==> src/rtl/mips_bus_pkg.sv <==
// Shared types and constants for the MIPS two-port to one-port Avalon-MM bus arbiter.
package mips_bus_pkg;

   typedef enum logic [2:0] {
      ST_IDLE   = 3'd0,
      ST_BUS_I  = 3'd1,
      ST_BUS_D  = 3'd2,
      ST_RESP_I = 3'd3,
      ST_RESP_D = 3'd4
   } arb_state_t;

   localparam logic [3:0] BE_WORD    = 4'hF;
   localparam logic       PORT_INSTR = 1'b0;
   localparam logic       PORT_DATA  = 1'b1;

endpackage

==> src/rtl/mips_bus_watchdog.sv <==
// Stall watchdog: counts stalled bus cycles of the current transaction, saturates,
// and raises a sticky flag once the limit is reached.
module mips_bus_watchdog #(
   parameter int unsigned TIMEOUT_CYCLES = 1024
) (
   input  logic clk,
   input  logic reset,
   input  logic clear,
   input  logic stall,
   output logic timeout
);
   localparam int unsigned CNT_W = 16;
   localparam logic [CNT_W-1:0] CNT_MAX = '1;

   logic [CNT_W-1:0] cnt_q, cnt_d;
   logic             timeout_q, timeout_d;

   always_comb begin
      cnt_d     = cnt_q;
      timeout_d = timeout_q;
      if (clear) begin
         cnt_d = '0;
      end else if (stall) begin
         cnt_d = (cnt_q == CNT_MAX) ? cnt_q : cnt_q + CNT_W'(1);
         if (32'(cnt_d) >= TIMEOUT_CYCLES) timeout_d = 1'b1;
      end
   end

   always_ff @(posedge clk) begin
      if (reset) begin
         cnt_q     <= '0;
         timeout_q <= 1'b0;
      end else begin
         cnt_q     <= cnt_d;
         timeout_q <= timeout_d;
      end
   end

   assign timeout = timeout_q;

endmodule

==> src/rtl/mips_bus_arbiter.sv <==
// Round-robin arbiter sharing one Avalon-MM master between the MIPS instruction-fetch
// and data ports; one transaction at a time with registered bus outputs.
module mips_bus_arbiter
   import mips_bus_pkg::*;
#(
   parameter bit          DATA_FIRST     = 1'b1,
   parameter int unsigned TIMEOUT_CYCLES = 1024
) (
   input  logic        clk,
   input  logic        reset,
   input  logic        i_read,
   input  logic [31:0] i_address,
   output logic        i_waitrequest,
   output logic [31:0] i_readdata,
   input  logic        d_read,
   input  logic        d_write,
   input  logic [31:0] d_address,
   input  logic [3:0]  d_byteenable,
   input  logic [31:0] d_writedata,
   output logic        d_waitrequest,
   output logic [31:0] d_readdata,
   output logic [31:0] address,
   output logic        read,
   output logic        write,
   output logic [3:0]  byteenable,
   output logic [31:0] writedata,
   input  logic        waitrequest,
   input  logic [31:0] readdata,
   output logic        busy,
   output logic        bus_timeout,
   output logic        protocol_error
);
   arb_state_t  state_q, state_d;
   logic        last_grant_q, last_grant_d;
   logic [31:0] address_q, address_d;
   logic        read_q, read_d;
   logic        write_q, write_d;
   logic [3:0]  byteenable_q, byteenable_d;
   logic [31:0] writedata_q, writedata_d;
   logic [31:0] i_readdata_q, i_readdata_d;
   logic [31:0] d_readdata_q, d_readdata_d;
   logic        busy_q, busy_d;
   logic        protocol_error_q, protocol_error_d;
   logic        grant_data_c;
   logic        d_req_c;
   logic        wd_clear_c;
   logic        wd_stall_c;

   assign d_req_c = d_read | d_write;

   // Next-state, arbitration and bus-register update
   always_comb begin
      state_d          = state_q;
      last_grant_d     = last_grant_q;
      address_d        = address_q;
      read_d           = read_q;
      write_d          = write_q;
      byteenable_d     = byteenable_q;
      writedata_d      = writedata_q;
      i_readdata_d     = i_readdata_q;
      d_readdata_d     = d_readdata_q;
      protocol_error_d = protocol_error_q;
      grant_data_c     = 1'b0;

      unique case (state_q)
         ST_IDLE: begin
            if (d_read && d_write) protocol_error_d = 1'b1;
            if (i_read || d_req_c) begin
               if (i_read && d_req_c) grant_data_c = (last_grant_q == PORT_INSTR);
               else                   grant_data_c = d_req_c;
               if (grant_data_c) begin
                  state_d      = ST_BUS_D;
                  last_grant_d = PORT_DATA;
                  address_d    = d_address;
                  read_d       = d_read & ~d_write;
                  write_d      = d_write;
                  byteenable_d = d_byteenable;
                  writedata_d  = d_writedata;
               end else begin
                  state_d      = ST_BUS_I;
                  last_grant_d = PORT_INSTR;
                  address_d    = i_address;
                  read_d       = 1'b1;
                  write_d      = 1'b0;
                  byteenable_d = BE_WORD;
                  writedata_d  = '0;
               end
            end
         end
         ST_BUS_I: begin
            if (!waitrequest) begin
               read_d       = 1'b0;
               i_readdata_d = readdata;
               state_d      = ST_RESP_I;
            end
         end
         ST_BUS_D: begin
            if (!waitrequest) begin
               if (read_q) d_readdata_d = readdata;
               read_d  = 1'b0;
               write_d = 1'b0;
               state_d = ST_RESP_D;
            end
         end
         ST_RESP_I, ST_RESP_D: state_d = ST_IDLE;
         default:              state_d = ST_IDLE;
      endcase

      busy_d = (state_d != ST_IDLE);
   end

   always_ff @(posedge clk) begin
      if (reset) begin
         state_q          <= ST_IDLE;
         last_grant_q     <= ~DATA_FIRST;
         address_q        <= '0;
         read_q           <= 1'b0;
         write_q          <= 1'b0;
         byteenable_q     <= '0;
         writedata_q      <= '0;
         i_readdata_q     <= '0;
         d_readdata_q     <= '0;
         busy_q           <= 1'b0;
         protocol_error_q <= 1'b0;
      end else begin
         state_q          <= state_d;
         last_grant_q     <= last_grant_d;
         address_q        <= address_d;
         read_q           <= read_d;
         write_q          <= write_d;
         byteenable_q     <= byteenable_d;
         writedata_q      <= writedata_d;
         i_readdata_q     <= i_readdata_d;
         d_readdata_q     <= d_readdata_d;
         busy_q           <= busy_d;
         protocol_error_q <= protocol_error_d;
      end
   end

   // Counter restarts on each grant; only stalled bus-phase cycles count
   assign wd_clear_c = (state_q == ST_IDLE) && (state_d != ST_IDLE);
   assign wd_stall_c = ((state_q == ST_BUS_I) || (state_q == ST_BUS_D)) && waitrequest;

   mips_bus_watchdog #(
      .TIMEOUT_CYCLES (TIMEOUT_CYCLES)
   ) u_watchdog (
      .clk     (clk),
      .reset   (reset),
      .clear   (wd_clear_c),
      .stall   (wd_stall_c),
      .timeout (bus_timeout)
   );

   assign i_waitrequest  = i_read  & ~(state_q == ST_RESP_I);
   assign d_waitrequest  = d_req_c & ~(state_q == ST_RESP_D);
   assign i_readdata     = i_readdata_q;
   assign d_readdata     = d_readdata_q;
   assign address        = address_q;
   assign read           = read_q;
   assign write          = write_q;
   assign byteenable     = byteenable_q;
   assign writedata      = writedata_q;
   assign busy           = busy_q;
   assign protocol_error = protocol_error_q;

endmodule

==> config.mk <==
export PLATFORM = sky130hd
export DESIGN_NAME = mips_bus_arbiter
export DESIGN_NICKNAME = d
export VERILOG_FILES = /design/src/rtl/mips_bus_pkg.sv /design/src/rtl/mips_bus_watchdog.sv /design/src/rtl/mips_bus_arbiter.sv
export SDC_FILE = /design/constraint.sdc
export NUM_CORES = 1
export LEC_CHECK = 0
export BUFFER_PORTS_ARGS = -buffer_cell sky130_fd_sc_hd__buf_2
export CAP_MARGIN = 10
export CORE_ASPECT_RATIO = 0.9
export CORE_MARGIN = 4
export CORE_UTILIZATION = 40
export DETAILED_ROUTE_END_ITERATION = 7
export MAX_ROUTING_LAYER = met4
export PLACE_DENSITY = 0.68
export SYNTH_ARGS = -nofsm -noshare
export SYNTH_HDL_FRONTEND = slang
export SYNTH_SLANG_ARGS = --single-unit
==> constraint.sdc <==
create_clock -name clk -period 2.2 [get_ports clk]
set_input_delay 0.11 -clock clk [delete_from_list [all_inputs] [get_ports clk]]
set_output_delay 0.11 -clock clk [all_outputs]
set_load 0.01 [all_outputs]
# Word-level counts from Yosys, hierarchy flattened
# Index checks and enable logic that the tools add are counted.
# totals
regBits,157
inputBits,138
output_inout_bits,139
# classes
addsub,1
magnitude_cmp,1
eq_ne,8
n_mux,20
bitwise_logic,10
reduce_logical,19
# ops
operator,count
$mux W32,2
$add A16 B1 Y16 const B,1
$eq A16 B16 Y1 const B,1
$ge A16 B11 Y1 const B,1
$mux W16,1
$reduce_and A3 Y1,4
$mux W1,9
$mux W3,3
$pmux W3 S3,1
$eq A3 B2 Y1 const B,2
$ne A2 B2 Y1 const B,3
$not A1 Y1,6
$reduce_and A2 Y1,3
$logic_and A1 B1 Y1,4
$mux W4,1
$pmux W1 S2,2
$reduce_bool A2 Y1,2
$reduce_or A2 Y1,2
$and A1 B1 Y1,3
$eq A3 B1 Y1 const B,1
$eq A3 B3 Y1 const B,1
$logic_not A3 Y1,1
$reduce_bool A3 Y1,1
$logic_or A1 B1 Y1,2
other kinds (2),2

# Logic depth before layout (Yosys ltp)
# logic_depth
ltp_word,12
mapped_depth,8
mapped_depth_nobuf,6

# Hierarchy
# From an unflattened synthesis, not the netlist that was laid out.
# hier_totals
cells_unflattened,671
hier_area_um2,5898.2
# modules_own_cells
mod,n_inst,cells_per_inst,area_per_inst_um2,seq_area_each_um2
mips_bus_arbiter,1,563,4976.0,2802.7
mips_bus_watchdog,1,108,922.1,340.3

# Worst setup path after synthesis
# No wires, ideal clock.
# synth_path
path_type,register -> register
start,reg u_watchdog.cnt_q[0]
end,reg u_watchdog.cnt_q[11]
setup_ns,0.115
t_arrival_ns,1.570
required_ns,2.085
setup_slack_ns,0.514
path_stages_with_launch,8
n_path_buf,1
synth_period_minus_slack_ns,1.686
path_cell_list,dfxtp_1 > ha_1 > nand4_1 > nor4_2 > buf_4 > nor4_2 > xnor2_1 > nor2_2
# synth_via
elab_chain_len,2
elab_cells_between_ends,3
cone_classes,add/sub: 1; eq/ne: 1; mux: 1
# synth_lines
element,line,text
"start, declared",mips_bus_watchdog.sv:15,"logic [CNT_W-1:0] cnt_q, cnt_d;"
"start signal, assigned",mips_bus_watchdog.sv:34,cnt_q <= cnt_d;
$add A16 B1 Y16 or $eq A16 B16 Y1 (tied branches),mips_bus_watchdog.sv:24,cnt_d = (cnt_q == CNT_MAX) ? cnt_q : cnt_q + CNT_W'(1);
$mux W16 *,mips_bus_watchdog.sv:24,
# Every way passes the cells marked *; elsewhere a longest branch is shown, timed or not.
# A chain may end at the register's enable or synchronous reset.

# Final worst setup path
# layout_path
start,reg state_q[2]
end,reg address_q[28] (netlist: address[28])
# layout_via
elab_chain_len,2
# layout_lines
element,line,text
"start, declared",mips_bus_arbiter.sv:33,"arb_state_t state_q, state_d;"
"start signal, assigned",mips_bus_arbiter.sv:126,state_q <= state_d;
$logic_not A3 Y1,mips_bus_arbiter.sv:65,unique case (state_q)
$reduce_and A2 Y1 (no source line),-,
"end signal, assigned",mips_bus_arbiter.sv:128,address_q <= address_d;
"end, declared",mips_bus_arbiter.sv:35,"logic [31:0] address_q, address_d;"
# Every way passes these cells.

==> results.cfg <==
[global_route]
grt_start_max_net_pins = 78
grtUsageTotal_pct = 24.3
gr-total-overflow = 0
antenna_found_initial = 0
grt_pass1_wl_um = 31400
grt_pass1_vias = 6463

[finish]
stdcell_count = 1269
diodes = 0
areaGrowthSynthToFinish_pct = 58.1
drive_gt1_share_pct = 32.1
layout.nets = 1202

[timing]
rsz0062_at_grt = no
layout_min_cycle_time_ps = 1900
slew_headroom_pct = 73.8
finalCritPeriodShare_pct = 86.4
worst_slew_pin_slew_ps = 394
setup_viol = 0
finalHoldViolCount = 0
skew_ps = 10.6
timing.fmax_mhz = 526
fin_tns_setup_ps = 0
worst_slack_ps = 298
slew_viol_final = 0
hold_slack_ps = 77.0

[setup_path]
end_kind = register
cp_top_family = simple AND/OR/NAND/NOR gates
cp_num_buf_inv = 1
arrival_ps = 2190
crit_path_cell_trace = nor3_1 > nand2_2 > buf_12 > a222oi_1 > nor2_1
critPathKind = register to register
startpoint_type = register
critical_path.slowest_cell = a222oi_1
required_ps = 2490
path_max_fanout = 59
max_stage_delay_ps = 460

[placed_design]
hpwlAfterDp_um = 12400
place_ws_ps = 356
port_buffers = 276
placed_cells = 1102
place_congestion = 0.789

[synthesis]
yosysSeqAreaShare_pct = 53.1
syn_inst = 676
synth_fp_nets = 815
ys_types = 43
ys_async_sr_fraction_pct = 0
ys_warn_count = 0
ys.flop_type = dfxtp_1
synth_edf_count = 0
ys_seq_elements = 157
syn_area_mm2 = 0.00592
avgSynthCellArea_um2 = 8.76

[drt]
wire_per_inst_um = 16.1
vias = 6492
drt_iter0_markers = 624
route.met2.wl_um = 10100
ant_nets = 0
highest_layer = met4
routedLengthMet1_um = 8050
drt_wl_total_um = 20400
first_pass_iters = 8
vias_per_cell = 5.12
wl_met3_um = 1550
drc = 0

[floorplan]
die_width_um = 136
rows = 41
ios = 277
dieArea_mm2 = 0.0168
coreArea_mm2 = 0.0143
fp.dieH_um = 123
initial_utilization_pct = 41.5

[clocking]
numCtsBuffers = 17
h-tree-depth = 4
clkSlewWorstSetupHoldPaths_ps = 70
clockRootBuffer = clkbuf_16
clk_path_buf_depth = 2
insertion_delay_ps = 420
cts_tree = yes
cts.sinks = 157

[pwr]
peakVddDrop_v = 0.000658
leakagePower_nw = 4.10
p_per_area_mw_per_mm2 = 815
power_w = 0.00763

[run]
maxCapViolCount = 0

[status]
status = completed

[worst_hold_path]
hp-class = primary input to register
## layout make-up
class	count	area [um2]
repair buffers	425	2890
flip-flops and latches	157	3140
fillers	1164	4900
clock inverters	9	86.3
multi-input cells	460	2510
well taps	193	241
inverters	2	7.51
clock buffers	23	488
## routing by layer
metal | global-route usage (%) | vias to the layer above
li1 | - | 3136
met5 | - | -
met1 | 28.4 | 2978
met2 | 39.1 | 316
met4 | 11.0 | 0
met3 | 6.71 | 62
## worst paths after layout
path                                     start        endpoint  slack [ps]  cells past startpoint
worst max-delay path                state_q[2]     address[28]         300                      5
worst min-delay path               waitrequest      state_q[1]          80                      3
worst max register to register      state_q[2]     address[28]         300                      5
worst min register to register  d_readdata[14]  d_readdata[14]         450                      2
## Yosys cell counts (4+ instances only)
cell type	number	share of area, %
o22ai_1	4	0.42
o21ai_0	5	0.42
clkbuf_1	36	2.3
xnor2_1	12	1.8
nand3_1	9	0.76
nand4_1	5	0.53
or3_1	4	0.42
nand2_1	141	8.9
a22oi_1	32	4.1
a31oi_1	4	0.42
nor3_2	5	0.85
nor2_1	86	5.5
nor2_2	8	0.85
dfxtp_1	157	53
buf_4	8	1.0
a21oi_1	75	6.3
nor3_1	6	0.51
a222oi_1	32	5.4
buf_2	10	0.85
## power by group
group          internal (W)  switching (W)  total [W]
Clock               0.00168        0.00115    0.00283
Sequential          0.00307       0.000146    0.00322
Combinational      0.000718       0.000864    0.00158
## stage by stage
step	cell area, um2	utilization (%)
finish	9360	65.7
global route	9360	65.7
CTS	9360	65.7
detailed placement	7440	52.1
global placement	7440	52.1
floorplan	5920	-
## worst reg2reg max path, delay by kind of cell (launching register included)
family / cells / cell delay (ps)
DFF: 1 / 420
buffers and inverters: 1 / 240
and+or+nand+nor: 3 / 640
AOI/OAI and AO/OA: 1 / 480
## state kept, by name, indices dropped and copies added, names as in the netlist, 3 cells and up
name / flops
writedata: 32
i_readdata: 32
address: 32
byteenable: 4
d_readdata: 32
state_q: 3
u_watchdog.cnt_q: 16
## timing repair
action                     4_1_cts  5_1_grt
hold endpoints to repair       134        0
hold buffers                   135        0
setup endpoints to repair        0        0
buffers inserted                 0        0
resized for setup                0        0
## placed cells by master, fill, tap and decap left out, types with 5 or more instances in the layout
master         instances
a21oi_1               75
nor2_2                 9
o21ai_0                5
dfxtp_1              157
buf_4                 11
a22oi_1               32
clkinvlp_4             5
nand2_1              140
a222oi_1              32
nor3_1                 5
nand3_1                9
nor3_2                 6
dlygate4sd3_1        135
buf_2                275
nor2_1                85
xnor2_1               12
clkbuf_16             17
nand4_1                5
## kinds of logic after synthesis
family / count (synthesis) / share of synthesized area (%)
compound gates: 158 / 18.0
xor+xnor: 12 / 1.78
fa+ha+maj: 1 / 0.211
buf+inv: 59 / 4.84
flops: 157 / 53.1
mux: 2 / 0.338
simple gates: 287 / 21.8
Note: power is estimated with default switching activity, not from simulation.
